[config.mk]
export PLATFORM = sky130hd
export DESIGN_NAME = stream_arbiter_n
export DESIGN_NICKNAME = d
export VERILOG_FILES = /design/src/rtl/stream_arbiter_n.sv
export SDC_FILE = /design/constraint.sdc
export NUM_CORES = 1
export LEC_CHECK = 0
export ABC_AREA = 1
export CORE_ASPECT_RATIO = 1.75
export CORE_MARGIN = 2
export CORE_UTILIZATION = 42
export CTS_BUF_LIST = sky130_fd_sc_hd__clkbuf_4 sky130_fd_sc_hd__clkbuf_8 sky130_fd_sc_hd__clkbuf_16
export CTS_CLUSTER_DIAMETER = 120
export CTS_CLUSTER_SIZE = 16
export DETAILED_ROUTE_END_ITERATION = 6
export HOLD_SLACK_MARGIN = 0.02
export PLACE_DENSITY = 0.81
export REMOVE_ABC_BUFFERS = 1
export SLEW_MARGIN = 20
export SYNTH_ARGS = -nofsm -noshare
export SYNTH_HDL_FRONTEND = slang
export SYNTH_SLANG_ARGS = --single-unit
export TNS_END_PERCENT = 20
[constraint.sdc]
create_clock -name clk -period 1.8 [get_ports clk]
set_input_delay 0.27 -clock clk [delete_from_list [all_inputs] [get_ports clk]]
set_output_delay 0.27 -clock clk [all_outputs]
set_load 0.01 [all_outputs]
[src/rtl/stream_arbiter_n.sv]
// stream_arbiter_n: N-input round-robin merger for stb/ack word streams.
// The optional packet-lock mode keeps the grant on one source until a
// terminator word has been forwarded. If a locked source goes quiet for
// TIMEOUT cycles, the lock is released and a sticky exception is raised.
module stream_arbiter_n #(
  parameter int                N          = 2,
  parameter int                WIDTH      = 32,
  parameter int                LOCK_MODE  = 0,
  parameter logic [WIDTH-1:0]  TERM_MASK  = 'hFF,
  parameter logic [WIDTH-1:0]  TERM_VALUE = '0,
  parameter int                TIMEOUT    = 1024
) (
  input  logic               clk,
  input  logic               rst,
  output logic               exception,
  input  logic [N*WIDTH-1:0] input_in,
  input  logic [N-1:0]       input_in_stb,
  output logic [N-1:0]       input_in_ack,
  output logic [WIDTH-1:0]   output_out,
  output logic               output_out_stb,
  input  logic               output_out_ack
);

  localparam int            GW       = (N > 1) ? $clog2(N) : 1;
  localparam int            TW       = $clog2(TIMEOUT) + 1;
  localparam logic [GW-1:0] LAST_RST = GW'(N - 1);
  localparam logic [TW-1:0] TC_LAST  = TW'(TIMEOUT - 1);

  typedef enum logic [1:0] {ARB, ACK, OUT} state_t;

  state_t           state, state_nxt;
  logic [GW-1:0]    grant, grant_nxt;
  logic [GW-1:0]    last, last_nxt;
  logic [GW-1:0]    pick, idx;
  logic             pick_vld;
  logic             lock, lock_nxt;
  logic             exc_nxt;
  logic [TW-1:0]    tcount, tcount_nxt;
  logic [WIDTH-1:0] out_nxt;
  logic [WIDTH-1:0] sel_data;
  logic             sel_stb;

  // A word ends a packet when its masked bits equal the terminator value.
  function automatic logic is_term(input logic [WIDTH-1:0] w);
    return (w & TERM_MASK) == TERM_VALUE;
  endfunction

  assign sel_data = input_in[int'(grant)*WIDTH +: WIDTH];
  assign sel_stb  = input_in_stb[grant];

  // Round-robin search: first requesting input after the last one served.
  always_comb begin
    pick     = last;
    pick_vld = 1'b0;
    idx      = '0;
    for (int k = 1; k <= N; k++) begin
      idx = GW'((int'(last) + k) % N);
      if (!pick_vld && input_in_stb[idx]) begin
        pick     = idx;
        pick_vld = 1'b1;
      end
    end
  end

  // Next-state logic for the ARB -> ACK -> OUT handshake sequence.
  always_comb begin
    state_nxt  = state;
    grant_nxt  = grant;
    last_nxt   = last;
    lock_nxt   = lock;
    tcount_nxt = tcount;
    exc_nxt    = exception;
    out_nxt    = output_out;
    case (state)
      ARB: begin
        if (pick_vld) begin
          grant_nxt = pick;
          state_nxt = ACK;
        end
      end
      ACK: begin
        if (sel_stb) begin
          out_nxt    = sel_data;
          lock_nxt   = (LOCK_MODE != 0) && !is_term(sel_data);
          tcount_nxt = '0;
          state_nxt  = OUT;
        end else if (!lock) begin
          // Source withdrew without a lock: re-arbitrate, rotation untouched.
          state_nxt = ARB;
        end else if (tcount == TC_LAST) begin
          lock_nxt  = 1'b0;
          exc_nxt   = 1'b1;
          last_nxt  = grant;
          state_nxt = ARB;
        end else begin
          tcount_nxt = tcount + TW'(1);
        end
      end
      OUT: begin
        if (output_out_ack) begin
          if (lock) begin
            state_nxt = ACK;
          end else begin
            last_nxt  = grant;
            state_nxt = ARB;
          end
        end
      end
      default: state_nxt = ARB;
    endcase
  end

  // State and datapath registers; reset also discards any held word.
  always_ff @(posedge clk) begin
    if (!rst) begin
      state      <= ARB;
      grant      <= '0;
      last       <= LAST_RST;
      lock       <= 1'b0;
      tcount     <= '0;
      exception  <= 1'b0;
      output_out <= '0;
    end else begin
      state      <= state_nxt;
      grant      <= grant_nxt;
      last       <= last_nxt;
      lock       <= lock_nxt;
      tcount     <= tcount_nxt;
      exception  <= exc_nxt;
      output_out <= out_nxt;
    end
  end

  // Handshake outputs decode registered state only; suppressed while in reset.
  always_comb begin
    input_in_ack   = '0;
    output_out_stb = rst && (state == OUT);
    if (rst && (state == ACK)) input_in_ack[grant] = 1'b1;
  end

endmodule

## Yosys cells after proc, flatten, opt, wreduce, memory -nomap -nowiden

Index checks and enable logic that the tools add are counted.

- Output and inout bits: 36
- Word-level logic and storage cells: 73
- Bits in registers: 49

- $add $sub $neg: 3
- Equal/unequal tests: 11
- Reductions and logical operators: 14
- $lt $le $gt $ge: 4
- Bitwise logic cells: 1
- Shift-type cells: 1
- Mux-type cells: 32

Operator list:

| operator | number |
|---|---|
| $shiftx A64 B7 Y32 | 1 |
| $mux W11 | 3 |
| $mux W1 | 20 |
| $ne A2 B2 Y1 const B | 7 |
| $mux W2 | 6 |
| $add A11 B1 Y11 const B | 1 |
| $eq A11 B10 Y1 const B | 1 |
| $lt A1 B2 Y1 const B | 3 |
| $pmux W2 S3 | 1 |
| $reduce_and A3 Y1 | 2 |
| $reduce_and A6 Y1 | 1 |
| $logic_and A1 B1 Y1 | 4 |
| $ne A4 B4 Y1 const B | 1 |
| $reduce_and A2 Y1 | 2 |
| $reduce_and A4 Y1 | 1 |
| $reduce_bool A2 Y1 | 2 |
| $add A1 B1 Y1 const B | 2 |
| $eq A2 B1 Y1 const B | 1 |
| $eq A2 B2 Y1 const B | 1 |
| $logic_not A2 Y1 | 1 |
| $pmux W1 S2 | 1 |
| $demux W1 S1 | 1 |
| $ge A1 B1 Y1 const B | 1 |
| $logic_not A1 Y1 | 1 |
| $not A1 Y1 | 1 |

## Longest topological paths before layout

Gate-level depths: netlist of run 1.

- Depth in word-level cells: 9
- Mapped depth: 11
- Mapped depth without buffers: 9

## Worst setup path after synthesis of run 1

No wires, ideal clock.

- Path kind: register -> register
- From: register tcount[0]
- To: register tcount[4]
- Path slack: 0.337 ns
- Data arrival time: 1.348 ns
- Data required time: 1.685 ns
- Cell stages (with the launch flop): 10
- Library setup time: 0.115 ns
- Period minus slack after synthesis: 1.463 ns
- Cell sequence: dfxtp_1 ha_1 nand2_2 nor2_4 nand3_2 nand3_2 nand2_2 buf_6 a21oi_1 nor2_1

- Longest elaborated chain between the ends: 4
- Elaborated cells on any way between the ends: 7
- Those cells by class: add/sub: 1; eq/ne: 2; mux: 3; reduce/logical: 1

RTL lines:

| element | line | source |
|---|---|---|
| start: declaration | 38 | `logic [TW-1:0] tcount, tcount_nxt;` |
| start signal: assignment | 128 | `tcount <= tcount_nxt;` |
| $add A11 B1 Y11 | 96 | `tcount_nxt = tcount + TW'(1);` |
| $mux W11 | 90 | `end else if (tcount == TC_LAST) begin` |
| $mux W11 | 87 | `end else if (!lock) begin` |
| $mux W11 | 82 | `if (sel_stb) begin` |

Parallel ways exist; a longest one is shown, timed or not. The select of a mux whose other input is x is not followed.
A chain may end at the register's enable or synchronous reset.

## Worst setup path in the final report of run 1

- From: register state[0]
- To: output port input_in_ack[1]

- Longest elaborated chain between the ends: 3

RTL lines:

| element | line | source |
|---|---|---|
| start: declaration | 31 | `state_t state, state_nxt;` |
| start signal: assignment | 124 | `state <= state_nxt;` |
| $eq A2 B1 Y1 | 138 | `if (rst && (state == ACK)) input_in_ack[grant] = 1'b1;` |
| $logic_and A1 B1 Y1 | 138 |  |
| $mux W2 | 138 |  |
| end: declaration | 18 | `output logic [N-1:0] input_in_ack,` |

Every way passes these cells.

==> flow_metrics.env, run 1 <==
export IMPL_status="complete, no violations"
export IMPL_yosysTopAreaCell="dfxtp_1"
export IMPL_drt_iter0_drc=88
export IMPL_critPathLaunchType="flip-flop"
export IMPL_netlist_instances=326
export IMPL_cts_tree="done"
export IMPL_grtUsageTotal_pct=22.3
export IMPL_crit_required_ns=1.53
export IMPL_ioPinCount=105
export IMPL_synth_compound_area_share_pct=19.9
export IMPL_clock_latency_ns=0.30
export IMPL_leakagePower_nw=1.39
export IMPL_yosysWarnings=0
export IMPL_die_h_um=103
export IMPL_cts_sinks=49
export IMPL_core_um2=5500
export IMPL_io_buffers=104
export IMPL_grtUsageMet2_pct=41.7
export IMPL_finalHoldViolations=0
export IMPL_first_pass_iters=4
export IMPL_grt_pass1_vias=2530
export IMPL_slew_headroom_pct=77.0
export IMPL_whs_ns=0.448
export IMPL_async_flop_share_pct=0
export IMPL_cts_root_buf="clkbuf_8"
export IMPL_syn_to_final_growth_pct=52.0
export IMPL_ant_nets=0
export IMPL_synth_edff_count=0
export IMPL_clkSlewWorstSetupHoldPaths_ns=0.09
export IMPL_cp_max_fo=6
export IMPL_synth_xor_xnor_area_share_pct=0
export IMPL_ctsHoldBuffers=0
export IMPL_synth_mux_area_fraction_pct=0
export IMPL_synthSimpleGateAreaFrac_pct=30.0
export IMPL_critical_path_class="reg2out"
export IMPL_synth_cell_types=27
export IMPL_initial_core_util_pct=42.8
export IMPL_finalSetupViolCount=0
export IMPL_power_density_nw_per_um2=767
export IMPL_period_share_pct=91.4
export IMPL_fmax_mhz=608
export IMPL_slew_viol_final=0
export IMPL_viasPerCell=5.13
export IMPL_synth_top_area_share_pct=41.7
export IMPL_grt_busiest_layer="met2"
export IMPL_routed_via_count=2585
export IMPL_htree_num_levels=2
export IMPL_hold_path_class="in2reg"
export IMPL_arrival_ns=1.37
export IMPL_grt_use_met1_pct=23.7
export IMPL_fin_setup_tns_ns=0
export IMPL_rows=36
export IMPL_hpwl_um=4870
export IMPL_synth_flop_cell="dfxtp_1"
export IMPL_max_cap_violations=0
export IMPL_antenna_found_initial=0
export IMPL_dp_slack_ns=-0.259
export IMPL_antenna_diode_count=0
export IMPL_die_area_um2=6230
export IMPL_avgSynthCellArea_um2=7.21
export IMPL_grt_met3_usage_pct=4.77
export IMPL_total_power_mw=2.74
export IMPL_die_width_um=60.5
export IMPL_tightest_slew_ns=0.345
export IMPL_grt_pass1_wl_um=10700
export IMPL_synth_top_family_by_area="simple AND/OR/NAND/NOR gates"
export IMPL_skew_ns=0.0101
export IMPL_clk_path_buf_depth=2
export IMPL_syn_area_um2=2350
export IMPL_nets=497
export IMPL_globalplace_congestion=0.900
export IMPL_yosysSeqAreaShare_pct=41.7
export IMPL_rsz0062_at_grt="false"
export IMPL_drc=0
export IMPL_grt_start_max_net_pins=39
export IMPL_endpoint_kind="output port"
export IMPL_setup_slack_ns=0.156
export IMPL_cts_made_buffers=5
export IMPL_wirelength_um=6480
export IMPL_final_layout_size_suffix_gt1_share_pct=9.11
export IMPL_synth_area_leaders="dfxtp_1 (42%), nand2_1 (15%), a31oi_1 (8.5%)"
export IMPL_avgRoutedWirePerCell_um=12.9
export IMPL_period_minus_slack_ns=1.64
export IMPL_ys_ff_latch=49
export IMPL_vdd_drop_max_uv=453
export IMPL_grt_overflow=0
export IMPL_synthAdderAreaFrac_pct=0.532
-- timing repair --
action,in CTS,in global routing
gates resized for setup,6,1
setup buffers,0,0
setup endpoints to repair,3,1
-- power by group --
group,switching [mW],total [mW],internal [mW]
clock network,0.377,0.794,0.417
registers,0.0537,1.23,1.17
logic,0.334,0.718,0.384
total,0.765,2.74,1.97
-- cell usage after synthesis (2+ instances only) --
library cell  count
nand3_1          17
a31oi_1          32
inv_4             2
buf_2             4
nor3_1            4
nor2_1           23
dfxtp_1          49
nor2_8            2
nor2_4            3
nand2_2           4
a21oi_1          15
nand2_1          93
o21ai_1          21
buf_6             4
inv_2             4
clkbuf_1         10
inv_1            11
o21ai_0          16
nand3_2           2
nand4_1           3
-- per-stage QoR --
| stage | utilization, % | instances | area, um^2 |
|---|---|---|---|
| 5_1_grt | 65.0 | 504 | 3570 |
| 2_1_floorplan | - | 307 | 2240 |
| 3_3_place_gp | 62.9 | 496 | 3460 |
| 4_1_cts | 64.9 | 504 | 3570 |
| 3_5_place_dp | 62.9 | 496 | 3460 |
| 6_report | 65.0 | 504 | 3570 |
-- cell type report --
class	instances	area, um^2
Timing Repair Buffer	113	1120
Sequential cell	49	982
Clock buffer	5	68.8
Clock inverter	3	43.8
Tap cell	76	95.1
Multi-Input combinational cell	240	1190
Inverter	18	73.8
Fill cell	528	1920
-- registers in the layout, summed over array words and instances (netlist names) --
name / count
output_out: 32
tcount: 11
state: 2
exception: 1
grant: 1
last: 1
lock: 1
-- final timing paths --
kind,from,end,slack (ns),cells past startpoint
max,state[0]$_SDFFE_PN0P_,input_in_ack[1],0.16,5
min,rst,grant$_SDFFE_PN0P_,0.45,3
max reg2reg,tcount[1]$_SDFFE_PN0P_,tcount[9]$_SDFFE_PN0P_,0.20,9
min reg2reg,tcount[7]$_SDFFE_PN0P_,tcount[7]$_SDFFE_PN0P_,0.47,2
-- layer usage --
| metal | part of all wire [%] | vias up | wire [um] |
|---|---|---|---|
| met3 | 5.9 | 12 | 384 |
| li1 | - | 1306 | - |
| met4 | 2.0 | 0 | 132 |
| met2 | 54 | 91 | 3500 |
| met5 | 0 | - | 0 |
| met1 | 38 | 1176 | 2460 |
-- cells by family after synthesis --
family,after synthesis
simple gates,154
fa+ha+maj,1
buf+inv,37
flops,49
compound gates,85
-- critical path: stages (launching register included) --
cell	delay, ns
dfxtp_1	0.37
inv_2	0.09
nor2_8	0.14
inv_4	0.07
nor3_1	0.12
dlygate4sd2_1	0.28
-- cell usage in the layout, fill, tap and decap left out, drive strengths merged --
cell type / n
buf: 9
ha: 1
nor3: 5
a21oi: 15
bufinv: 1
nand2: 98
clkinv: 2
or2: 1
inv: 18
clkdlybuf4s50: 100
a31oi: 32
clkbuf: 5
dlygate4sd2: 4
o211ai: 1
nand4: 3
nand3: 19
dfxtp: 49
o21ai: 37
nor2: 28
No activity file was read; power rests on OpenSTA's default activity.
==> run 2, diff against run 1 <==
--- a/config.mk
+++ b/config.mk
@@ -14,6 +14,7 @@
 export CTS_CLUSTER_SIZE = 16
 export DETAILED_ROUTE_END_ITERATION = 6
 export HOLD_SLACK_MARGIN = 0.02
+export MAX_ROUTING_LAYER = met4
 export PLACE_DENSITY = 0.81
 export REMOVE_ABC_BUFFERS = 1
 export SLEW_MARGIN = 20
==> flow_metrics.env, run 2 (synthesized netlist as in run 1, its figures left out) <==
export IMPL_io_buffers=104
export IMPL_crit_chain="ha_1 > nand2_2 > nor2_4 > nand3_2 > nand3_2 > nand2_2 > a21oi_1 > nor2_1"
export IMPL_finalHoldViolations=0
export IMPL_largest_register_ffs=32
export IMPL_critPathMaxStageDelay_ns=0.39
export IMPL_cts_made_buffers=5
export IMPL_critPathLaunchType="flip-flop"
export IMPL_skew_ns=0.00591
export IMPL_slew_headroom_pct=77.9
export IMPL_hold_depth=2
export IMPL_clkSlewWorstSetupHoldPaths_ns=0.09
export IMPL_initial_core_util_pct=42.8
export IMPL_fmax_mhz=602
export IMPL_die_width_um=60.5
export IMPL_cp_max_fo=12
export IMPL_critical_path_class="reg2reg"
export IMPL_period_minus_slack_ns=1.66
export IMPL_hold_path_class="reg2reg"
export IMPL_grt_start_max_net_pins=39
export IMPL_grt_overflow=0
export IMPL_final_layout_size_suffix_gt1_share_pct=8.67
export IMPL_dp_slack_ns=-0.216
export IMPL_die_area_um2=6230
export IMPL_switching_share_pct=27.2
export IMPL_seq_power_share_pct=44.1
export IMPL_clock_latency_ns=0.30
export IMPL_layout_common_cells="clkdlybuf4s50_1 (101), nand2_1 (93), dfxtp_1 (49), a31oi_1 (32), nor2_1 (23)"
export IMPL_grt_pass1_wl_um=10800
export IMPL_antenna_found_initial=0
export IMPL_drc=0
export IMPL_cts_tree="done"
export IMPL_ioPinCount=105
export IMPL_grtUsageTotal_pct=23.3
export IMPL_clockPowerShare_pct=30.2
export IMPL_fillers=521
export IMPL_globalplace_congestion=0.913
export IMPL_place_area_um2=3450
export IMPL_finalInstanceArea_um2=3570
export IMPL_top_regs="output_out (32), tcount (11), state (2)"
export IMPL_endpoint_kind="flip-flop"
export IMPL_viasPerCell=5.08
export IMPL_cts_setup_buffers=0
export IMPL_antenna_diode_count=0
export IMPL_status="complete, no violations"
export IMPL_rsz0062_at_grt="false"
export IMPL_arrival_ns=1.86
export IMPL_ff2ff_path_depth=8
export IMPL_htree_num_levels=2
export IMPL_drt_iter0_drc=94
export IMPL_setup_slack_ns=0.138
export IMPL_combPwrFrac_pct=25.8
export IMPL_largest_register="output_out"
export IMPL_ant_nets=0
export IMPL_syn_to_final_growth_pct=51.8
export IMPL_cts_root_buf="clkbuf_8"
export IMPL_p_int_mw=2.02
export IMPL_clk_path_buf_depth=2
export IMPL_hpwl_um=4900
export IMPL_rows=36
export IMPL_total_power_mw=2.78
export IMPL_nets=496
export IMPL_finalSetupViolCount=0
export IMPL_avgRoutedWirePerCell_um=12.9
export IMPL_first_pass_iters=4
export IMPL_crit_required_ns=2.00
export IMPL_cts_sinks=49
export IMPL_core_um2=5500
export IMPL_max_cap_violations=0
export IMPL_fin_util_pct=64.9
export IMPL_grt_pass1_vias=2499
export IMPL_final_instance_count_excl_fill=503
export IMPL_layout_commonest_cell="clkdlybuf4s50_1"
export IMPL_wirelength_um=6500
export IMPL_period_share_pct=92.3
export IMPL_slew_viol_final=0
export IMPL_power_switching_mw=0.755
export IMPL_die_h_um=103
export IMPL_dp_cells=495
export IMPL_crit_slowest_cell="dfxtp_1"
export IMPL_leakagePower_nw=1.38
export IMPL_vdd_drop_max_uv=502
export IMPL_routed_via_count=2556
export IMPL_power_density_nw_per_um2=778
export IMPL_tightest_slew_ns=0.332
[run 2: changes by cell type in the layout (fill, tap and decap cells not counted), sizes merged]
| cell | previous run | this run |
|---|---|---|
| clkbuf | 5 | 7 |
| inv | 18 | 17 |
| clkdlybuf4s50 | 100 | 101 |
| dlygate4sd2 | 4 | 3 |
| buf | 9 | 8 |
| clkinv | 2 | 1 |
[run 2: through the flow]
stage / TNS (ns) / hold WS [ns]
floorplan: -18.08 / 0.354
global placement: -0.666 / 0.455
detailed placement: -0.714 / 0.458
CTS: 0 / 0.470
global route: 0 / 0.501
finish: 0 / 0.469
[run 2: final cells by class]
type                       instances  area [um^2]  area share, %
sequential                        49          981           27.5
timing repair buffer             112         1110           31.1
clock buffer                       7         90.1           2.53
tap                               76         95.1           2.67
multi-input combinational        240         1190           33.3
inverter                          18         73.8           2.07
clock inverter                     1         30.0          0.842
[run 2: worst paths after layout]
kind                          start                     end  slack [ns]
max          tcount[1]$_SDFFE_PN0P_  tcount[6]$_SDFFE_PN0P_        0.14
min          tcount[7]$_SDFFE_PN0P_  tcount[7]$_SDFFE_PN0P_        0.47
max reg2reg  tcount[1]$_SDFFE_PN0P_  tcount[6]$_SDFFE_PN0P_        0.14
min reg2reg  tcount[7]$_SDFFE_PN0P_  tcount[7]$_SDFFE_PN0P_        0.47
[run 2: power by group through the flow]
stage | clock network [mW] | registers, mW | logic, mW
after global routing | 0.891 | 1.24 | 0.787
after detailed placement | 0 | 1.25 | 0.721
after global placement | 0 | 1.24 | 0.711
final | 0.838 | 1.22 | 0.715
after CTS | 0.844 | 1.22 | 0.722
after floorplan | 0 | 1.29 | 0.257
[run 2: worst max-delay path, delay by kind of cell (launching register included)]
| family | cells | cell delay, ns |
|---|---|---|
| flip-flops | 1 | 0.39 |
| adder cells (fa/ha/maj) | 1 | 0.21 |
| AO/OA/AOI/OAI | 1 | 0.17 |
| AND/OR/NAND/NOR | 6 | 0.78 |
[run 2: what timing repair did]
action / 4_1_cts / 5_1_grt
setup endpoints to repair: 3 / 0
hold buffers: 0 / 0
gates resized for setup: 4 / 0
[run 2: routing by layer]
layer	part of all wire [%]	track usage, %
met1	39	24.0
met2	53	42.1
met3	5.5	5.14
met4	2.5	8.36
met5	0	-
